[src/rtl/compositor_pkg.sv]
// Shared definitions for the two-layer compositor: mode encodings and RGB565 field bounds.
// The latched-config bundle is built from these in layer_compositor, where the widths are known.
package compositor_pkg;

    typedef enum logic [1:0] {
        MODE_PASS    = 2'd0,
        MODE_OVERLAY = 2'd1,
        MODE_CHROMA  = 2'd2,
        MODE_BLEND   = 2'd3
    } mode_t;

    localparam int unsigned RGB_R_HI = 15;
    localparam int unsigned RGB_R_LO = 11;
    localparam int unsigned RGB_G_HI = 10;
    localparam int unsigned RGB_G_LO = 5;
    localparam int unsigned RGB_B_HI = 4;
    localparam int unsigned RGB_B_LO = 0;

endpackage

[src/rtl/compositor_delay.sv]
// Width x depth shift register with asynchronous clear, used to align pixel and config data
// with the foreground SRAM read latency.
module compositor_delay
    import compositor_pkg::*;
#(
    parameter int unsigned WIDTH = 1,
    parameter int unsigned DEPTH = 1
) (
    input  logic             clk,
    input  logic             rst,
    input  logic [WIDTH-1:0] din,
    output logic [WIDTH-1:0] dout
);

    logic [WIDTH-1:0] stage [DEPTH];

    always_ff @(posedge clk or posedge rst) begin
        if (rst) begin
            for (int unsigned i = 0; i < DEPTH; i++) begin
                stage[i] <= '0;
            end
        end else begin
            stage[0] <= din;
            for (int unsigned i = 1; i < DEPTH; i++) begin
                stage[i] <= stage[i-1];
            end
        end
    end

    assign dout = stage[DEPTH-1];

endmodule

[src/rtl/layer_compositor.sv]
// Pipelined two-layer compositor: fetch address generation, latency alignment and mixing.
// Define LAYER_COMPOSITOR_BLEND_EN to build the 50 % blend for mode 3 (otherwise mode 3 = passthrough).
module layer_compositor
    import compositor_pkg::*;
#(
    parameter int unsigned COLOR_W    = 16,
    parameter int unsigned X_W        = 10,
    parameter int unsigned Y_W        = 9,
    parameter int unsigned FG_LATENCY = 2
) (
    input  logic               clk,
    input  logic               reset,
    input  logic [COLOR_W-1:0] BGRGB,
    input  logic [X_W-1:0]     BGX,
    input  logic [Y_W-1:0]     BGY,
    input  logic               pixelEnable,
    output logic [X_W-1:0]     FGX,
    output logic [Y_W-1:0]     FGY,
    input  logic [COLOR_W-1:0] FGRGB,
    output logic [COLOR_W-1:0] pixelOut,
    output logic               pixelOutEnable,
    input  logic [1:0]         mode,
    input  logic [COLOR_W-1:0] chromaKey,
    input  logic [COLOR_W-1:0] chromaMask,
    input  logic [X_W-1:0]     fgOffsetX,
    input  logic [Y_W-1:0]     fgOffsetY,
    input  logic [X_W-1:0]     fgWidth,
    input  logic [Y_W-1:0]     fgHeight
);

    typedef struct packed {
        mode_t              mode;
        logic [COLOR_W-1:0] chroma_key;
        logic [COLOR_W-1:0] chroma_mask;
        logic [X_W-1:0]     off_x;
        logic [Y_W-1:0]     off_y;
        logic [X_W-1:0]     width;
        logic [Y_W-1:0]     height;
    } cfg_t;

    typedef struct packed {
        mode_t              mode;
        logic [COLOR_W-1:0] chroma_key;
        logic [COLOR_W-1:0] chroma_mask;
    } mix_cfg_t;

    typedef struct packed {
        logic [COLOR_W-1:0] bg;
        logic               in_win;
        logic               en;
    } pix_t;

    cfg_t               cfg_in;
    cfg_t               cfg_cur;
    cfg_t               cfg_q;
    logic               frame_start;
    logic [X_W-1:0]     dx;
    logic [Y_W-1:0]     dy;
    logic               in_win;
    pix_t               pix_a;
    pix_t               pix_d;
    mix_cfg_t           mix_a;
    mix_cfg_t           mix_d;
    logic               key_hit;
    logic [COLOR_W-1:0] mixed;

    // A frame-start pixel must already see the new config, so the latch value is bypassed into stage A.
    always_comb begin
        cfg_in.mode        = mode_t'(mode);
        cfg_in.chroma_key  = chromaKey;
        cfg_in.chroma_mask = chromaMask;
        cfg_in.off_x       = fgOffsetX;
        cfg_in.off_y       = fgOffsetY;
        cfg_in.width       = fgWidth;
        cfg_in.height      = fgHeight;

        frame_start = pixelEnable && (BGX == '0) && (BGY == '0);
        cfg_cur     = frame_start ? cfg_in : cfg_q;

        dx     = BGX - cfg_cur.off_x;
        dy     = BGY - cfg_cur.off_y;
        in_win = (BGX >= cfg_cur.off_x) && (dx < cfg_cur.width) &&
                 (BGY >= cfg_cur.off_y) && (dy < cfg_cur.height);
    end

    always_ff @(posedge clk or posedge reset) begin
        if (reset) begin
            FGX   <= '0;
            FGY   <= '0;
            cfg_q <= '0;
            pix_a <= '0;
        end else begin
            FGX          <= dx;
            FGY          <= dy;
            cfg_q        <= cfg_cur;
            pix_a.bg     <= BGRGB;
            pix_a.in_win <= in_win;
            pix_a.en     <= pixelEnable;
        end
    end

    always_comb begin
        mix_a.mode        = cfg_q.mode;
        mix_a.chroma_key  = cfg_q.chroma_key;
        mix_a.chroma_mask = cfg_q.chroma_mask;
    end

    compositor_delay #(
        .WIDTH ($bits(pix_t)),
        .DEPTH (FG_LATENCY)
    ) u_pix_delay (
        .clk  (clk),
        .rst  (reset),
        .din  (pix_a),
        .dout (pix_d)
    );

    compositor_delay #(
        .WIDTH ($bits(mix_cfg_t)),
        .DEPTH (FG_LATENCY)
    ) u_cfg_delay (
        .clk  (clk),
        .rst  (reset),
        .din  (mix_a),
        .dout (mix_d)
    );

    assign key_hit = ((FGRGB ^ mix_d.chroma_key) & mix_d.chroma_mask) == '0;

`ifdef LAYER_COMPOSITOR_BLEND_EN
    logic [COLOR_W-1:0] blend_px;

    if (COLOR_W == 16) begin : g_blend_rgb565
        logic [RGB_R_HI-RGB_R_LO+1:0] r_sum;
        logic [RGB_G_HI-RGB_G_LO+1:0] g_sum;
        logic [RGB_B_HI-RGB_B_LO+1:0] b_sum;

        // Each field is summed one bit wider so carries never cross into the neighbouring channel.
        always_comb begin
            r_sum = {1'b0, FGRGB[RGB_R_HI:RGB_R_LO]} + {1'b0, pix_d.bg[RGB_R_HI:RGB_R_LO]};
            g_sum = {1'b0, FGRGB[RGB_G_HI:RGB_G_LO]} + {1'b0, pix_d.bg[RGB_G_HI:RGB_G_LO]};
            b_sum = {1'b0, FGRGB[RGB_B_HI:RGB_B_LO]} + {1'b0, pix_d.bg[RGB_B_HI:RGB_B_LO]};
            blend_px = {r_sum[RGB_R_HI-RGB_R_LO+1:1],
                        g_sum[RGB_G_HI-RGB_G_LO+1:1],
                        b_sum[RGB_B_HI-RGB_B_LO+1:1]};
        end
    end else begin : g_blend_mono
        logic [COLOR_W:0] sum;

        always_comb begin
            sum      = {1'b0, FGRGB} + {1'b0, pix_d.bg};
            blend_px = sum[COLOR_W:1];
        end
    end
`endif

    always_comb begin
        mixed = pix_d.bg;
        if (!pix_d.en) begin
            mixed = '0;
        end else if (pix_d.in_win) begin
            case (mix_d.mode)
                MODE_PASS:    mixed = pix_d.bg;
                MODE_OVERLAY: mixed = FGRGB;
                MODE_CHROMA:  mixed = key_hit ? pix_d.bg : FGRGB;
`ifdef LAYER_COMPOSITOR_BLEND_EN
                MODE_BLEND:   mixed = blend_px;
`else
                MODE_BLEND:   mixed = pix_d.bg;
`endif
                default:      mixed = pix_d.bg;
            endcase
        end
    end

    always_ff @(posedge clk or posedge reset) begin
        if (reset) begin
            pixelOut       <= '0;
            pixelOutEnable <= 1'b0;
        end else begin
            pixelOut       <= mixed;
            pixelOutEnable <= pix_d.en;
        end
    end

endmodule
[config.mk]
export PLATFORM = sky130hd
export DESIGN_NAME = layer_compositor
export DESIGN_NICKNAME = d
export VERILOG_FILES = /design/src/rtl/compositor_pkg.sv /design/src/rtl/compositor_delay.sv /design/src/rtl/layer_compositor.sv
export SDC_FILE = /design/constraint.sdc
export NUM_CORES = 1
export LEC_CHECK = 0
export BUFFER_PORTS_ARGS = -buffer_cell sky130_fd_sc_hd__buf_4
export CORE_ASPECT_RATIO = 0.7
export CORE_MARGIN = 4
export CORE_UTILIZATION = 50
export DETAILED_ROUTE_END_ITERATION = 6
export PLACE_DENSITY = 0.76
export SYNTH_ARGS = -nofsm -noshare
export SYNTH_HDL_FRONTEND = slang
export SYNTH_SLANG_ARGS = --single-unit
[constraint.sdc]
create_clock -name clk -period 7.14 [get_ports clk]
set_input_delay 1.071 -clock clk [delete_from_list [all_inputs] [get_ports clk]]
set_output_delay 1.071 -clock clk [all_outputs]
set_load 0.01 [all_outputs]
; Yosys cells after proc, flatten, opt, wreduce, memory -nomap -nowiden
; Index checks and enable logic that the tools add are counted.
[classes]
add_sub_neg = 2
magnitude_cmp = 4
n_eq_ne = 3
n_mux = 5
n_bitwise = 2
n_reduce_logical = 10
[op_table]
columns = cell, count
row1 = 16-bit two-way mux, 3
row2 = 16-bit one-hot mux with 3 select lines, 1
row3 = 38-bit two-way mux, 1
row4 = 16-bit bitwise AND, 1
row5 = 16-bit logical NOT, 1
row6 = 16-bit XOR, 1
row7 = 10-bit >= comparator, 1
row8 = 10-bit logical NOT, 1
row9 = 10-bit < comparator, 1
row10 = 10-bit subtractor, 1
row11 = 9-bit >= comparator, 1
row12 = 9-bit logical NOT, 1
row13 = 9-bit < comparator, 1
row14 = 9-bit subtractor, 1
row15 = 1-bit logical AND, 5
row16 = 2-bit == test (second input constant), 2
row17 = 2-bit by 1-bit == test with 1-bit output (second input constant), 1
row18 = 2-bit logical NOT, 1
row19 = 2-bit OR reduction, 1
[totals]
reg_bits = 230
input_bits = 126
wordCells = 44

; Depth between registers and ports, before layout
[logic_depth]
word_depth = 9
mapped_depth = 22
depth_no_buf = 19

; Modules after synthesis
; A second synthesis with hierarchy kept.
[hier_totals]
hier_cells = 649
hier_area_um2 = 8984.9
[by_module_without_submodules]
columns = module, n_inst, cells_per_inst, area_per_inst_um2
row1 = layer_compositor, 1, 491, 5984.5
row2 = compositor_delay at u_cfg_delay, 1, 103, 1960.6
row3 = compositor_delay at u_pix_delay, 1, 55, 1039.7

; Least setup slack after synthesis
; No wires, ideal clock.
[synth_path]
path_type = in2reg
start = input port BGX[3]
end = register pix_a[1] (netlist name)
arrival_time_ns = 4.826
slack_ns = 2.247
path_stages = 22
path_buffers = 3
path_cell_list = buf_6 > nor4_2 > and3_4 > and2_4 > buf_6 > buf_2 > mux2_2 > ha_1 > fa_1 > inv_1 > a21o_1 > a21oi_1 > o21ai_0 > nor2_1 > xnor2_1 > ha_1 > a211o_1 > a21oi_1 > o21ai_0 > a211oi_1 > o211a_1 > and4_1
[synth_rtl]
columns = element, line_no
row1 = start: declaration, layer_compositor.sv:14  ; input logic [X_W-1:0] BGX,
row2 = end: declaration, layer_compositor.sv:60  ; pix_t pix_a;

; Worst setup path in the final report
[layout_path]
start = input port BGX[0]
end = register pix_a[1] (netlist name)
[layout_between]
elab_chain_cells = 9
[layout_lines]
columns = element, line_no
row1 = 10-bit logical NOT, layer_compositor.sv:77  ; frame_start = pixelEnable && (BGX == '0) && (BGY == '0);
row2 = 1-bit logical AND (2 in series), layer_compositor.sv:77
row3 = 38-bit two-way mux, layer_compositor.sv:78  ; cfg_cur = frame_start ? cfg_in : cfg_q;
row4 = 10-bit subtractor (*), layer_compositor.sv:80  ; dx = BGX - cfg_cur.off_x;
row5 = net dx[9], layer_compositor.sv:57  ; logic [X_W-1:0] dx;
row6 = 10-bit < comparator (*), layer_compositor.sv:82  ; in_win = (BGX >= cfg_cur.off_x) && (dx < cfg_cur.width) &&
row7 = 1-bit logical AND (*) (2 in series), layer_compositor.sv:82
row8 = 1-bit logical AND (*), layer_compositor.sv:83  ; (BGY >= cfg_cur.off_y) && (dy < cfg_cur.height);
row9 = net in_win, layer_compositor.sv:59  ; logic in_win;
; Mark *: on every way through the listed nets, which the timed path passes. The rest lies on a longest branch.
; A chain may end at the register's enable or synchronous reset.

==> flow_metrics.py <==
metrics = {
    "global_route": {
        "grt_overflow_total": 0,
        "grt_antenna_before_repair": 0,
        "grt.total_usage": 0.1950,
        "grt_pass1_wl_um": 29640,
        "first_global_vias": 5500,
        "grt_max_degree": 174,
    },
    "power_and_ir_drop": {
        "cellPowerDensity_mw_per_mm2": 254.5,
        "internal_power_uw": 2144,
        "power_leakage_uw": 0.005567,
        "combPwrFrac": 0.078,
        "seq_power_share": 0.490,
        "peakVddDrop_mv": 0.1487,
        "power.switching_uw": 599.1,
        "swShare": 0.2184,
        "power_frac_clock": 0.431,
    },
    "timing": {
        "postLayoutSetupSlackWorst_ns": 1.672,
        "drv_slew": 0,
        "worstMarginPinSlew_ns": 0.9248,
        "fin_tns_setup_ns": 0,
        "finalCritPeriodShare": 0.7658,
        "setup_viol": 0,
        "fin_skew_ns": 0.005978,
        "hold_violations": 0,
        "max_freq_mhz": 182.9,
        "fin_crit_ns": 5.468,
        "rsz0062_at_grt": "false",
        "slew_headroom": 0.3756,
    },
    "clocking": {
        "cts_tree": "done",
        "clock-sinks": 230,
        "clockBufferDepth": 3,
        "root_buffer": "clkbuf_16",
        "numCtsBuffers": 22,
        "htreeDepth": 1,
        "cts_setup_buffers": 0,
        "hold_buffers": 0,
        "clkLatencyLatePin_ns": 0.50,
        "post_cts_resized": 0,
        "path_clk_slew_ns": 0.06,
    },
    "worst_setup_path": {
        "cp_cell_sequence": "buf_4 -> nor4_1 -> and3_4 -> and2_4 -> mux2i_1 -> ha_1 -> a21oi_1 -> o21ai_0 -> o21ai_0 -> o31ai_4 -> o311ai_0 -> ha_1 -> a21oi_1 -> o21ai_0 -> a211oi_1 -> o211a_1 -> and4_1",
        "cpMostUsedCell": "o21ai_0",
        "crit_path_start_kind": "input port",
        "crit_type": "input port to flip-flop",
        "path_buf_inv": 1,
        "path_delay_family": "compound AO/OA/AOI/OAI gates",
        "critPathMaxFanout": 29,
        "reg2reg_slack_ns": 3.31,
        "critPathMaxStageDelay_ns": 0.83,
        "cp_slowest_cell": "o311ai_0",
        "cp-end-kind": "flip-flop",
        "critical_path_arrival_ns": 5.90,
        "crit_required_ns": 7.57,
    },
    "final_layout": {
        "multi_input_area_mm2": 0.002534,
        "seq_area_mm2": 0.005756,
        "syn2layout_area_growth_pct": 25.53,
        "antennaDiodeCount": 0,
        "final_nets": 937,
        "fin_cells": 1011,
        "drive_gt1_frac": 0.3155,
        "nFillCells": 1244,
    },
    "placement": {
        "portBuffers": 161,
        "place.gp.congestion": 0.8922,
        "detailed_place_hpwl_um": 13620,
        "place_inst": 972,
        "dp_slack_ns": 1.294,
    },
    "synth": {
        "avgSynthCellArea_um2": 14.38,
        "yosysSeqAreaShare": 0.6703,
        "ys.flop_type": "dfrtp_1",
        "synth.distinct_cells": 54,
        "ys_warn_count": 0,
        "async_flop_share": 1.000,
        "synth-edff-count": 0,
        "synth_seq_cells": 230,
        "synthCells": 597,
        "syn-cell-area_mm2": 0.008587,
        "syn-num-nets": 763,
    },
    "route": {
        "drc": 0,
        "via_per_inst": 5.053,
        "wl_per_cell_um": 18.40,
        "drtIter0Drc": 259,
        "first_pass_iters": 5,
        "drt_wl_total_um": 18600,
        "postRouteAntennaNets": 0,
        "route.vias.total": 5109,
    },
    "status": {
        "run_status": "finished, final reports clean",
    },
    "run": {
        "maxCapViolCount": 0,
    },
    "floorplan": {
        "row_count": 39,
        "dieArea_mm2": 0.01937,
        "initial_utilization": 0.5176,
        "io_pins": 162,
        "core_mm2": 0.01659,
        "die_w_um": 164.6,
        "dieHeight_um": 117.6,
    },
    "hold_path": {
        "hold_class": "flip-flop to flip-flop",
    },
}
[metal layers]
metal | global-route usage | share of wire | vias to the layer above
met5 | 0 | 0 | -
li1 | - | - | 2422
met4 | 0.04312 | 0.021 | 0
met3 | 0.04025 | 0.062 | 30
met1 | 0.2928 | 0.46 | 2510
met2 | 0.2958 | 0.46 | 147
[power by group through the flow]
stage / logic [µW] / registers (µW) / clock network [µW]
final: 214 / 1350 / 1180
after global routing: 236 / 1350 / 1280
after CTS: 217 / 1350 / 1210
after detailed placement: 215 / 1370 / 0
after global placement: 211 / 1370 / 0
after floorplan: 89.2 / 1370 / 0
[sequential cells by signal, indices dropped and copies added, names as in the netlist]
| signal | cells |
|---|---|
| u_pix_delay.stage | 18 |
| cfg_q | 72 |
| pix_a | 18 |
| u_cfg_delay.stage | 34 |
| u_cfg_delay.dout | 34 |
| FGY | 9 |
| pixelOut | 16 |
| FGX | 10 |
| u_pix_delay.dout | 18 |
| pixelOutEnable | 1 |
[through the flow]
stage | hold WS (ns) | area (µm²) | util | power, µW
after floorplan | 0.3312 | 8591 | - | 1463
after global placement | 0.3320 | 10030 | 0.6047 | 1579
after detailed placement | 0.3347 | 10030 | 0.6047 | 1584
after CTS | 0.3461 | 10780 | 0.6497 | 2773
after global routing | 0.3487 | 10780 | 0.6497 | 2859
final | 0.3427 | 10780 | 0.6497 | 2743
[synthesized netlist by cell type, types with 3 or more instances]
library cell / instances / area, µm²
a211oi_1: 4 / 30.03
a22o_1: 17 / 148.9
o21ai_0: 12 / 60.06
a21o_1: 3 / 22.52
and3_1: 3 / 18.77
mux2i_1: 31 / 310.3
nand2_1: 9 / 33.78
a22oi_1: 8 / 60.06
a21oi_1: 18 / 90.09
o211ai_1: 3 / 22.52
nand4_1: 10 / 62.56
nor4_1: 6 / 37.54
nand2b_1: 3 / 18.77
a31oi_1: 3 / 18.77
ha_1: 38 / 475.5
nor2_1: 17 / 63.81
inv_1: 55 / 206.5
buf_2: 4 / 20.02
xnor2_1: 11 / 96.34
nand3_1: 5 / 25.02
dfrtp_1: 230 / 5756
mux2_2: 39 / 439.2
nor2b_1: 4 / 25.02
nor3_1: 7 / 35.03
clkbuf_1: 4 / 15.01
xor2_1: 17 / 148.9
buf_4: 4 / 30.03
[cells in the final DEF, fill, tap and decap left out, drive strengths merged, types with 5 or more instances in the layout]
cell type	n
mux2	40
ha	38
a22o	17
dfrtp	230
nand3	5
clkbuf	28
nand4	10
nor3	7
nor2	17
xnor2	11
buf	165
a21oi	18
xor2	17
mux2i	31
a22oi	8
clkinv	7
inv	54
o21ai	13
nor4	7
nand2	9
[layout make-up]
class                           count  area share
Clock buffer                       28     0.05595
Clock inverter                     11     0.01335
Inverter                           55     0.01950
Multi-Input combinational cell    297      0.2351
Sequential cell                   230      0.5340
Tap cell                          225     0.02612
Timing Repair Buffer              165      0.1161
[cell families (layout without fill, tap and decap cells)]
logic type,after synthesis,count (layout),share of synthesized area
DFF,230,230,0.6703
AOI/OAI and AO/OA,86,86,0.07198
and+or+nand+nor,72,72,0.04546
muxes,71,71,0.08903
buffers and inverters,70,259,0.03468
adders and majority gates,40,40,0.06003
xor gates and xnor gates,28,28,0.02856
[worst paths after layout]
check | start | end | depth (start not counted)
worst min-delay path | u_cfg_delay.stage[64] | u_cfg_delay.dout[30] | 0
min in group asynchronous | reset | u_cfg_delay.stage[48] | 3
worst max register to register | cfg_q[30] | pix_a[1] | 13
max in group asynchronous | reset | u_cfg_delay.dout[15] | 4
worst max-delay path | BGX[0] | pix_a[1] | 17
worst min register to register | u_cfg_delay.stage[64] | u_cfg_delay.dout[30] | 0
(Power assumes the default switching activity.)
